==> src/rtl/i2c_master_byte_if.sv <==
// Register-bus interface of the I2C byte master.
//   address      : register offset (0x0 CMD, 0x4 STATUS, 0x8 DIV)
//   data_in      : write data
//   data_write_n : 2'b11 = idle, anything else = write
//   data_read_n  : 2'b11 = idle, anything else = read
//   data_out     : read data, combinational, zero when not reading
//   data_ready   : read data valid, same cycle as the read strobe
//   irq          : level interrupt, done & irq_en
// The peripheral uses the slave modport; the CPU side (or bench) uses master.
interface i2c_master_byte_if;
  logic [3:0]  address;
  logic [31:0] data_in;
  logic [1:0]  data_write_n;
  logic [1:0]  data_read_n;
  logic [31:0] data_out;
  logic        data_ready;
  logic        irq;

  modport slave (
    input  address, data_in, data_write_n, data_read_n,
    output data_out, data_ready, irq
  );

  modport master (
    output address, data_in, data_write_n, data_read_n,
    input  data_out, data_ready, irq
  );
endinterface

==> src/rtl/i2c_master_byte.sv <==
// I2C master byte engine on the TinyQV data bus.
// One command does: optional START, one byte WRITE or READ plus its ACK slot,
// optional STOP. Completion raises done and, when enabled, a level irq.
// Ports:
//   clk, rst_n : system clock, asynchronous active-low reset
//   bus        : register interface (slave modport)
//   scl_o      : SCL, 1 = released, 0 = driven low
//   sda_o      : SDA, 1 = released, 0 = driven low
//   sda_i      : SDA bus value (wired-AND of master and slave)
// Every phase is built from quarters of div+1 clocks.
module i2c_master_byte #(
  parameter logic [7:0] DIV_RESET = 8'd62
) (
  input  logic             clk,
  input  logic             rst_n,
  i2c_master_byte_if.slave bus,
  output logic             scl_o,
  output logic             sda_o,
  input  logic             sda_i
);

  typedef enum logic [2:0] {S_IDLE, S_START, S_BIT, S_ACK, S_STOP} state_t;

  state_t     state, state_nxt;
  logic       busy, fin, qend;
  logic       done, rx_nack, irq_en;
  logic       owned, sda_hold, rep;
  logic       c_stop, c_byte, c_wr, c_nack;
  logic [7:0] div, cnt, tx_sh, rx_sh, rx_data;
  logic [1:0] q;
  logic [2:0] bitn;
  logic       wr_en, cmd_acc, stat_wr, div_wr;
  logic       unused_bits;

  assign wr_en   = (bus.data_write_n != 2'b11);
  assign cmd_acc = wr_en && (bus.address == 4'h0) && !busy && (|bus.data_in[3:0]);
  assign stat_wr = wr_en && (bus.address == 4'h4);
  assign div_wr  = wr_en && (bus.address == 4'h8);
  assign busy    = (state != S_IDLE);
  assign qend    = busy && (cnt == 8'd0);
  assign fin     = busy && (state_nxt == S_IDLE);
  assign unused_bits = ^bus.data_in[31:16];

  // state register
  always_ff @(posedge clk or negedge rst_n) begin
    if (!rst_n) state <= S_IDLE;
    else        state <= state_nxt;
  end

  // next state; phases not requested are skipped
  always_comb begin
    state_nxt = state;
    case (state)
      S_IDLE:
        if (cmd_acc) begin
          if (bus.data_in[0])                         state_nxt = S_START;
          else if (bus.data_in[2] || bus.data_in[3])  state_nxt = S_BIT;
          else                                        state_nxt = S_STOP;
        end
      S_START:
        if (qend && q == 2'd2)
          state_nxt = c_byte ? S_BIT : (c_stop ? S_STOP : S_IDLE);
      S_BIT:
        if (qend && q == 2'd3 && bitn == 3'd7) state_nxt = S_ACK;
      S_ACK:
        if (qend && q == 2'd3) state_nxt = c_stop ? S_STOP : S_IDLE;
      S_STOP:
        if (qend && q == 2'd2) state_nxt = S_IDLE;
      default: state_nxt = S_IDLE;
    endcase
  end

  // outputs (SCL, SDA) per phase and quarter
  always_comb begin
    scl_o = 1'b1;
    sda_o = 1'b1;
    case (state)
      S_IDLE:
        // without STOP the bus stays owned: SCL low, SDA frozen
        if (owned) begin
          scl_o = 1'b0;
          sda_o = sda_hold;
        end
      S_START:
        // repeated START shifts the pattern one quarter: release SDA
        // with SCL low first, then SCL high, then SDA falls
        case (q)
          2'd0:    begin scl_o = !rep; sda_o = 1'b1; end
          2'd1:    begin scl_o = 1'b1; sda_o = rep;  end
          default: begin scl_o = rep;  sda_o = 1'b0; end
        endcase
      S_BIT: begin
        scl_o = (q == 2'd1) || (q == 2'd2);
        sda_o = c_wr ? tx_sh[7] : 1'b1;
      end
      S_ACK: begin
        scl_o = (q == 2'd1) || (q == 2'd2);
        sda_o = c_wr ? 1'b1 : c_nack;
      end
      S_STOP:
        case (q)
          2'd0:    begin scl_o = 1'b0; sda_o = 1'b0; end
          2'd1:    begin scl_o = 1'b1; sda_o = 1'b0; end
          default: begin scl_o = 1'b1; sda_o = 1'b1; end
        endcase
      default: ;
    endcase
  end

  // quarter timing, shifters and registers
  always_ff @(posedge clk or negedge rst_n) begin
    if (!rst_n) begin
      cnt      <= 8'd0;
      q        <= 2'd0;
      bitn     <= 3'd0;
      tx_sh    <= 8'd0;
      rx_sh    <= 8'd0;
      rx_data  <= 8'd0;
      rx_nack  <= 1'b0;
      done     <= 1'b0;
      irq_en   <= 1'b0;
      div      <= DIV_RESET;
      owned    <= 1'b0;
      sda_hold <= 1'b1;
      rep      <= 1'b0;
      c_stop   <= 1'b0;
      c_byte   <= 1'b0;
      c_wr     <= 1'b0;
      c_nack   <= 1'b0;
    end else begin
      if (cmd_acc) begin
        c_stop <= bus.data_in[1];
        c_byte <= bus.data_in[2] | bus.data_in[3];
        c_wr   <= bus.data_in[2];   // WRITE wins over READ
        c_nack <= bus.data_in[4];
        tx_sh  <= bus.data_in[15:8];
        rep    <= owned;
        cnt    <= div;
        q      <= 2'd0;
        bitn   <= 3'd0;
        done   <= 1'b0;
      end else if (busy) begin
        if (qend) begin
          // reload from div here so a DIV write lands on a quarter boundary
          cnt <= div;
          q   <= (state_nxt != state) ? 2'd0 : q + 2'd1;
          if (state == S_BIT) begin
            if (q == 2'd2 && !c_wr) rx_sh <= {rx_sh[6:0], sda_i};
            if (q == 2'd3) begin
              bitn  <= bitn + 3'd1;
              tx_sh <= {tx_sh[6:0], 1'b0};
            end
          end
          if (state == S_ACK && q == 2'd2 && c_wr) rx_nack <= sda_i;
        end else begin
          cnt <= cnt - 8'd1;
        end
      end
      if (stat_wr) begin
        irq_en <= bus.data_in[3];
        if (bus.data_in[2]) done <= 1'b0;
      end
      if (div_wr) div <= bus.data_in[7:0];
      // completion after the clear so a simultaneous event is not lost
      if (fin) begin
        done     <= 1'b1;
        owned    <= (state != S_STOP);
        sda_hold <= sda_o;
        if (c_byte && !c_wr) rx_data <= rx_sh;
      end
    end
  end

  // register reads
  always_comb begin
    bus.data_ready = (bus.data_read_n != 2'b11);
    bus.data_out   = 32'd0;
    if (bus.data_ready) begin
      case (bus.address)
        4'h4:    bus.data_out = {16'd0, rx_data, 4'd0, irq_en, done, rx_nack, busy};
        4'h8:    bus.data_out = {24'd0, div};
        default: bus.data_out = 32'd0;
      endcase
    end
  end

  assign bus.irq = done & irq_en;

endmodule
==> src/flat_wrapper.sv <==
// flat-port wrapper written by rule: the top's interface ports become plain ports
module i2c_master_byte_flat 
#(
  parameter logic [7:0] DIV_RESET = 8'd62
)
  (clk, rst_n, scl_o, sda_o, sda_i, bus_address, bus_data_in, bus_data_write_n, bus_data_read_n, bus_data_out, bus_data_ready, bus_irq);
  i2c_master_byte_if bus_i ();
  input  logic clk;
  input  logic rst_n;
  output logic scl_o;
  output logic sda_o;
  input  logic sda_i;
  input wire logic [$bits(bus_i.address)-1:0] bus_address;
  input wire logic [$bits(bus_i.data_in)-1:0] bus_data_in;
  input wire logic [$bits(bus_i.data_write_n)-1:0] bus_data_write_n;
  input wire logic [$bits(bus_i.data_read_n)-1:0] bus_data_read_n;
  output wire logic [$bits(bus_i.data_out)-1:0] bus_data_out;
  output wire logic [$bits(bus_i.data_ready)-1:0] bus_data_ready;
  output wire logic [$bits(bus_i.irq)-1:0] bus_irq;
  assign bus_i.address = bus_address;
  assign bus_i.data_in = bus_data_in;
  assign bus_i.data_write_n = bus_data_write_n;
  assign bus_i.data_read_n = bus_data_read_n;
  assign bus_data_out = bus_i.data_out;
  assign bus_data_ready = bus_i.data_ready;
  assign bus_irq = bus_i.irq;
  i2c_master_byte #(.DIV_RESET(DIV_RESET)) u_core (.clk(clk), .rst_n(rst_n), .bus(bus_i), .scl_o(scl_o), .sda_o(sda_o), .sda_i(sda_i));
endmodule
==> config.mk <==
export PLATFORM = sky130hd
export DESIGN_NAME = i2c_master_byte_flat
export DESIGN_NICKNAME = d
export VERILOG_FILES = /design/src/rtl/i2c_master_byte_if.sv /design/src/rtl/i2c_master_byte.sv /design/src/flat_wrapper.sv
export SDC_FILE = /design/constraint.sdc
export NUM_CORES = 1
export LEC_CHECK = 0
export ABC_AREA = 1
export BUFFER_PORTS_ARGS = -buffer_cell sky130_fd_sc_hd__buf_2
export CAP_MARGIN = 10
export CORE_MARGIN = 3
export CORE_UTILIZATION = 50
export CTS_CLUSTER_SIZE = 16
export DETAILED_ROUTE_END_ITERATION = 16
export MAX_ROUTING_LAYER = met4
export PLACE_DENSITY = 0.77
export SLEW_MARGIN = 30
export SYNTH_ARGS = -nofsm -noshare
export SYNTH_HDL_FRONTEND = slang
export SYNTH_SLANG_ARGS = --single-unit
==> constraint.sdc <==
create_clock -name clk -period 3.4 [get_ports clk]
set_clock_uncertainty 0.2 [all_clocks]
set_input_delay 0.17 -clock clk [delete_from_list [all_inputs] [get_ports clk]]
set_output_delay 0.17 -clock clk [all_outputs]
set_load 0.01 [all_outputs]
Word level (Yosys, flattened, before mapping)
Cells that the tools add are included.

$add $sub $neg: 3. Equal/unequal tests: 14. Mux-type cells: 43. Bitwise gates (word level): 3. Reduce and logical (&&, ||, !) cells: 37.

Operators by type and width (count): 2-to-1 mux 8 bit (8); 2-to-1 mux 3 bit (14); one-hot mux 16 bit (2 select lines) (1); 2-to-1 mux 16 bit (1); one-hot mux 3 bit (5 select lines) (1); logical AND 1 bit (14); 2-to-1 mux 1 bit (10); zero test 8 bit (1); 2-to-1 mux 2 bit (4); AND reduction 4 bit (2); nonzero test 2 bit (4); subtractor 8 x 1 -> 8 bit, second input constant (1); == test 3 x 2 -> 1 bit, second input constant (2); == test 3 bit, second input constant (2); zero test 3 bit (2); one-hot mux 1 bit (5 select lines) (1); AND reduction 5 bit (1); == test 2 bit, second input constant (2); == test 4 x 3 -> 1 bit, second input constant (1); == test 4 bit, second input constant (1); zero test 4 bit (1); inequality test 2 bit, second input constant (2); one-hot mux 1 bit (2 select lines) (2); one-hot mux 1 bit (4 select lines) (1); other kinds (16) (21).

Bits in registers: 58. Bits of input ports: 43. Output and inout port bits: 36. Word-level logic and storage cells: 118.

Logic depth before layout (Yosys ltp)
Depth after elaboration: 11. Mapped depth: 13. Mapped depth without buffers: 13.

Worst setup path before layout
Ideal clock, no wire load.

Kind: register to register. From: register u_core.cnt[0]. To: register u_core.rx_data[0]. Data arrival time: 1648 ps. Required time: 3134 ps. Path slack: 1486 ps. Cell stages (with the launch flop): 14. Clock period less this slack: 1914 ps. Cell sequence: dfrtp_1 > inv_1 > ha_1 > nand2_4 > nor2_8 > nand3_4 > nand2_4 > inv_2 > nor2_4 > nand3_2 > nor2_2 > buf_6 > nand4_1 > nand2_1.

Word-level cells in the longest chain between the ends: 9. Elaborated cells on any way between the ends: 13. Classes of those cells: mux (5); reduce/logical (8).

Ends and longest elaborated chain: from (decl) (line i2c_master_byte.sv:29) `logic [7:0] div, cnt, tx_sh, rx_sh, rx_data;`; from (signal assigned) (line i2c_master_byte.sv:138) `cnt <= div;`; from (signal assigned) (line i2c_master_byte.sv:145) `cnt <= div;`; from (signal assigned) (line i2c_master_byte.sv:156) `cnt <= cnt - 8'd1;`; zero test 8 bit * (line i2c_master_byte.sv:40) `assign qend = busy && (cnt == 8'd0);`; logical AND 1 bit * (line i2c_master_byte.sv:40); logical AND 1 bit (line i2c_master_byte.sv:64, i2c_master_byte.sv:66); logical AND 1 bit (line i2c_master_byte.sv:64) `if (qend && q == 2'd3 && bitn == 3'd7) state_nxt = S_ACK;`; 2-to-1 mux 3 bit (line i2c_master_byte.sv:64); one-hot mux 3 bit (5 select lines) * (line i2c_master_byte.sv:53) `case (state)`; zero test 3 bit * (line i2c_master_byte.sv:41) `assign fin = busy && (state_nxt == S_IDLE);`; logical AND 1 bit * (line i2c_master_byte.sv:41); AND reduction 2 bit (no source line) *; to (signal assigned) (line i2c_master_byte.sv:169) `if (c_byte && !c_wr) rx_data <= rx_sh;`; to (decl) (line i2c_master_byte.sv:29).

Every way passes the cells marked *; elsewhere a longest branch is shown, timed or not. A chain may end at the register's enable or synchronous reset.

Final worst setup path
From: input bus_data_in[3]. To: register u_core.cnt[5].

Word-level cells in the longest chain between the ends: 3. Elaborated cells on any way between the ends: 4. Classes of those cells: mux (1); reduce/logical (3).

Ends and longest elaborated chain: from (decl) (line flat_wrapper.sv:14) `input wire logic [$bits(bus_i.data_in)-1:0] bus_data_in;`; OR reduction 4 bit * (line i2c_master_byte.sv:36) `assign cmd_acc = wr_en && (bus.address == 4'h0) && !busy && (|bus.data_in[3:0]);`; logical AND 1 bit * (line i2c_master_byte.sv:36); 2-to-1 mux 8 bit or nonzero test 2 bit (tied branches).

Marked as above.

==> reports/qor.json <==
{
  "clocking": {
    "clk-insertion-delay-late_ps": 340,
    "cts-root-to-sink-buffers": 2,
    "cts_made_buffers": 9,
    "cts_hold_repair_buffers": 18,
    "cts.reportedPaths.clkPinSlew_ps": 70,
    "clk_root_buffer_cell": "sky130_fd_sc_hd__clkbuf_8",
    "cts.htree.levels": 3,
    "tritoncts_clock_tree": "yes",
    "clkSinkCount": 58,
    "cts.repair.resized": 0,
    "post-cts-setup-buffers": 0
  },
  "timing": {
    "post-route-min-period_ps": 2570,
    "final_max_slew_viol_count": 0,
    "fmax_mhz": 389.1,
    "final_setup_violation_count": 0,
    "final_min_period_over_clock_period": 0.7559,
    "fin_setup_tns_ps": 0,
    "slew_headroom": 0.6098,
    "rsz0062_at_grt": "false",
    "count_of_endpoints_failing_hold_in_the_final_timing_report": 0,
    "max_slew.worst_pin.slew_ps": 580.8
  },
  "drt": {
    "via_count": 3009,
    "routed_length_on_met2_mm": 3.878,
    "detailed_routing_iteration_count_for_the_pre_antenna_repair_pass": 4,
    "wl_mm": 7.728,
    "routed_via_density": 5.288,
    "drc_errors": 0,
    "detail-route-antenna-nets": 0,
    "route.top_layer_used": "met4",
    "avgRoutedWirePerCell_um": 13.58,
    "routed-wl-met3_um": 235,
    "drt-initial-drc-count": 135,
    "m1WireLength_mm": 3.512
  },
  "run": {
    "cap_viol_max_count": 0
  },
  "placement": {
    "dp.cells": 535,
    "place_hpwl_mm": 5.523,
    "placement.io_buffers": 46,
    "gp_routability_congestion": 0.9515
  },
  "worst_setup_path": {
    "path_cells": "dlygate4sd3_1 -> buf_2 -> nor2_1 -> nand2_1 -> nor2_1 -> nor2_4 -> nand2_2 -> nand2_1 -> inv_2 -> nand2_1 -> a32o_1",
    "critPathRequiredTime_ps": 3430,
    "slowest_delay_ps": 540,
    "rr_startpoint": "u_core.cnt[0]",
    "arrival_ps": 2600,
    "setup.worst_path.start": "bus_data_in[3]",
    "start_kind": "input port",
    "critPathKind": "input port to flop",
    "crit_top_cell": "sky130_fd_sc_hd__nand2_1",
    "endpoint_type_of_the_worst_setup_path": "flop",
    "worst-path-max-fanout": 24,
    "timing.reg2reg.setup_slack_ps": 940,
    "slowest_stage_cell_on_the_critical_path": "sky130_fd_sc_hd__dlygate4sd3_1"
  },
  "power_and_ir_drop": {
    "power_frac_seq": 0.361,
    "internal-power_mw": 1.780,
    "combPwrFrac": 0.397,
    "static-leakage-power_nw": 2.102,
    "power.density_cell_area_nw_per_um2": 741.0,
    "switching_share": 0.4047,
    "power_frac_clock": 0.241,
    "power.net_switching_mw": 1.210,
    "power.ir.vdd_worst_mv": 0.3870
  },
  "status": {
    "run_status": "completed"
  },
  "final_layout": {
    "nets": 538,
    "fin_util": 0.6248,
    "fill_cells": 558,
    "antenna_cells_inserted": 0,
    "areaGrowthSynthToFinish_pct": 18.57,
    "ff_latch_area_um2": 1459,
    "final-instance-count-excl-fill": 569,
    "drive_gt1_frac": 0.2195,
    "area_of_the_multi_input_gates_um2": 1653
  },
  "floorplanning": {
    "die_height_um": 88.50,
    "boundaryPins": 79,
    "placeable_core_area_um2": 6459,
    "die_area_um2": 7832,
    "starting_density_of_the_core": 0.5269,
    "placement_rows": 29,
    "floorplan.die.width_um": 88.50
  },
  "synthesis": {
    "post_synth_instance_area_um2": 3403,
    "ys_seq_elements": 58,
    "ys_seq_area_frac": 0.4287,
    "yosys_warnings": 0,
    "netlist_instances": 421,
    "netlist-cell-type-count": 42,
    "synthesis.area_per_instance_um2": 8.084
  },
  "global_route": {
    "antenna_violations_before_repair": 0,
    "grt_max_degree": 45,
    "vias_in_the_first_global_route": 2922,
    "groute.usage.overall": 0.2289,
    "grt_overflow": 0,
    "wire_length_of_the_first_global_routing_pass_mm": 13.41
  },
  "worst_hold_path": {
    "worst_hold_path_type": "input port to flop",
    "worst_hold_startpoint": "bus_data_write_n[1]"
  }
}
==> worst paths after layout <==
kind	endpoint	depth (start not counted)
max	u_core.cnt[5]	11
min	u_core.irq_en	4
min reg2reg	u_core.sda_hold	2
max reg2reg	u_core.owned	13
min in group asynchronous	u_core.div[0]	2
max in group asynchronous	u_core.sda_hold	3
==> cells by family (layout without fill, tap and decap cells) <==
family	Yosys count	after routing	synth area share
and+or+nand+nor	212	212	0.3092
buffers and inverters	73	129	0.1022
AOI/OAI and AO/OA	60	60	0.1044
DFF	58	58	0.4287
adders and majority gates	8	8	0.02941
xor gates and xnor gates	6	6	0.01544
muxes	3	3	0.009558
other	1	16	0.001102
==> metal layers <==
layer	vias up	global-route usage
li1	1474	-
met1	1466	0.2897
met2	57	0.3685
met3	12	0.04935
met4	0	0.07143
met5	-	-
==> layout make-up <==
type,instances,area share
inverters,48,0.04465
repair buffers,65,0.1042
multi-input cells,305,0.4096
clock inverters,6,0.02202
well taps,77,0.02388
clock buffers,10,0.03411
flip-flops and latches,58,0.3616
==> sequential cells by signal, indices dropped and copies added (netlist names) <==
signal,count
u_core.bitn,3
u_core.c_byte,1
u_core.c_nack,1
u_core.c_stop,1
u_core.c_wr,1
u_core.cnt,8
u_core.div,8
u_core.done,1
u_core.irq_en,1
u_core.owned,1
u_core.q,2
u_core.rep,1
u_core.rx_data,8
u_core.rx_nack,1
u_core.rx_sh,8
u_core.sda_hold,1
u_core.state,3
u_core.tx_sh,8
==> cell usage after synthesis (all sizes together) <==
cell type    n  area share
a21oi       13       0.022
a31o         1      0.0026
a31oi        2      0.0037
a32o         1      0.0029
buf         22       0.046
clkbuf       3      0.0033
conb         1      0.0011
dfrtp       52        0.38
dfstp        6       0.046
ha           8       0.029
inv         48       0.053
mux2         2      0.0066
mux2i        1      0.0029
nand2      121        0.15
nand3       21       0.040
nand4       18       0.037
nor2        46       0.072
nor3         6       0.012
o211ai       8       0.018
o21ai       30       0.044
o21bai       1      0.0022
o221ai       1      0.0026
o22ai        2      0.0037
o32ai        1      0.0026
xnor2        1      0.0026
xor2         5       0.013
==> through the flow <==
stage	hold slack, ps	area (µm²)	total power [mW]	setup WS [ps]
floorplan	-325.6	3460	2.002	1486
global placement	184.1	3626	2.216	980.8
finish	30.97	4035	2.990	830.1
detailed placement	9.102	3628	2.266	931.6
CTS	12.16	4035	3.013	870.6
global route	72.32	4035	3.236	643.8
==> power groups by stage <==
| stage | Sequential, mW | Clock [mW] | Combinational, mW |
|---|---|---|---|
| floorplan | 1.05 | 0 | 0.951 |
| global placement | 1.08 | 0 | 1.13 |
| detailed placement | 1.09 | 0 | 1.17 |
| CTS | 1.08 | 0.736 | 1.20 |
| global route | 1.11 | 0.761 | 1.37 |
| finish | 1.08 | 0.722 | 1.19 |
==> worst max-delay path, delay by kind of cell <==
family	cells	cell delay [ps]
simple gates	7	1260
buf+inv	3	950
compound gates	1	220
==> cell usage in the layout (no fill, tap or decap), types with 16 or more instances in the layout <==
| cell type | count |
|---|---|
| sky130_fd_sc_hd__o21ai_1 | 22 |
| sky130_fd_sc_hd__conb_1 | 16 |
| sky130_fd_sc_hd__nand3_1 | 18 |
| sky130_fd_sc_hd__buf_2 | 45 |
| sky130_fd_sc_hd__dfrtp_1 | 52 |
| sky130_fd_sc_hd__nand4_1 | 16 |
| sky130_fd_sc_hd__nor2_1 | 35 |
| sky130_fd_sc_hd__nand2_1 | 111 |
| sky130_fd_sc_hd__inv_1 | 40 |
| sky130_fd_sc_hd__dlygate4sd3_1 | 18 |
Note: power is estimated with default switching activity, not from simulation.
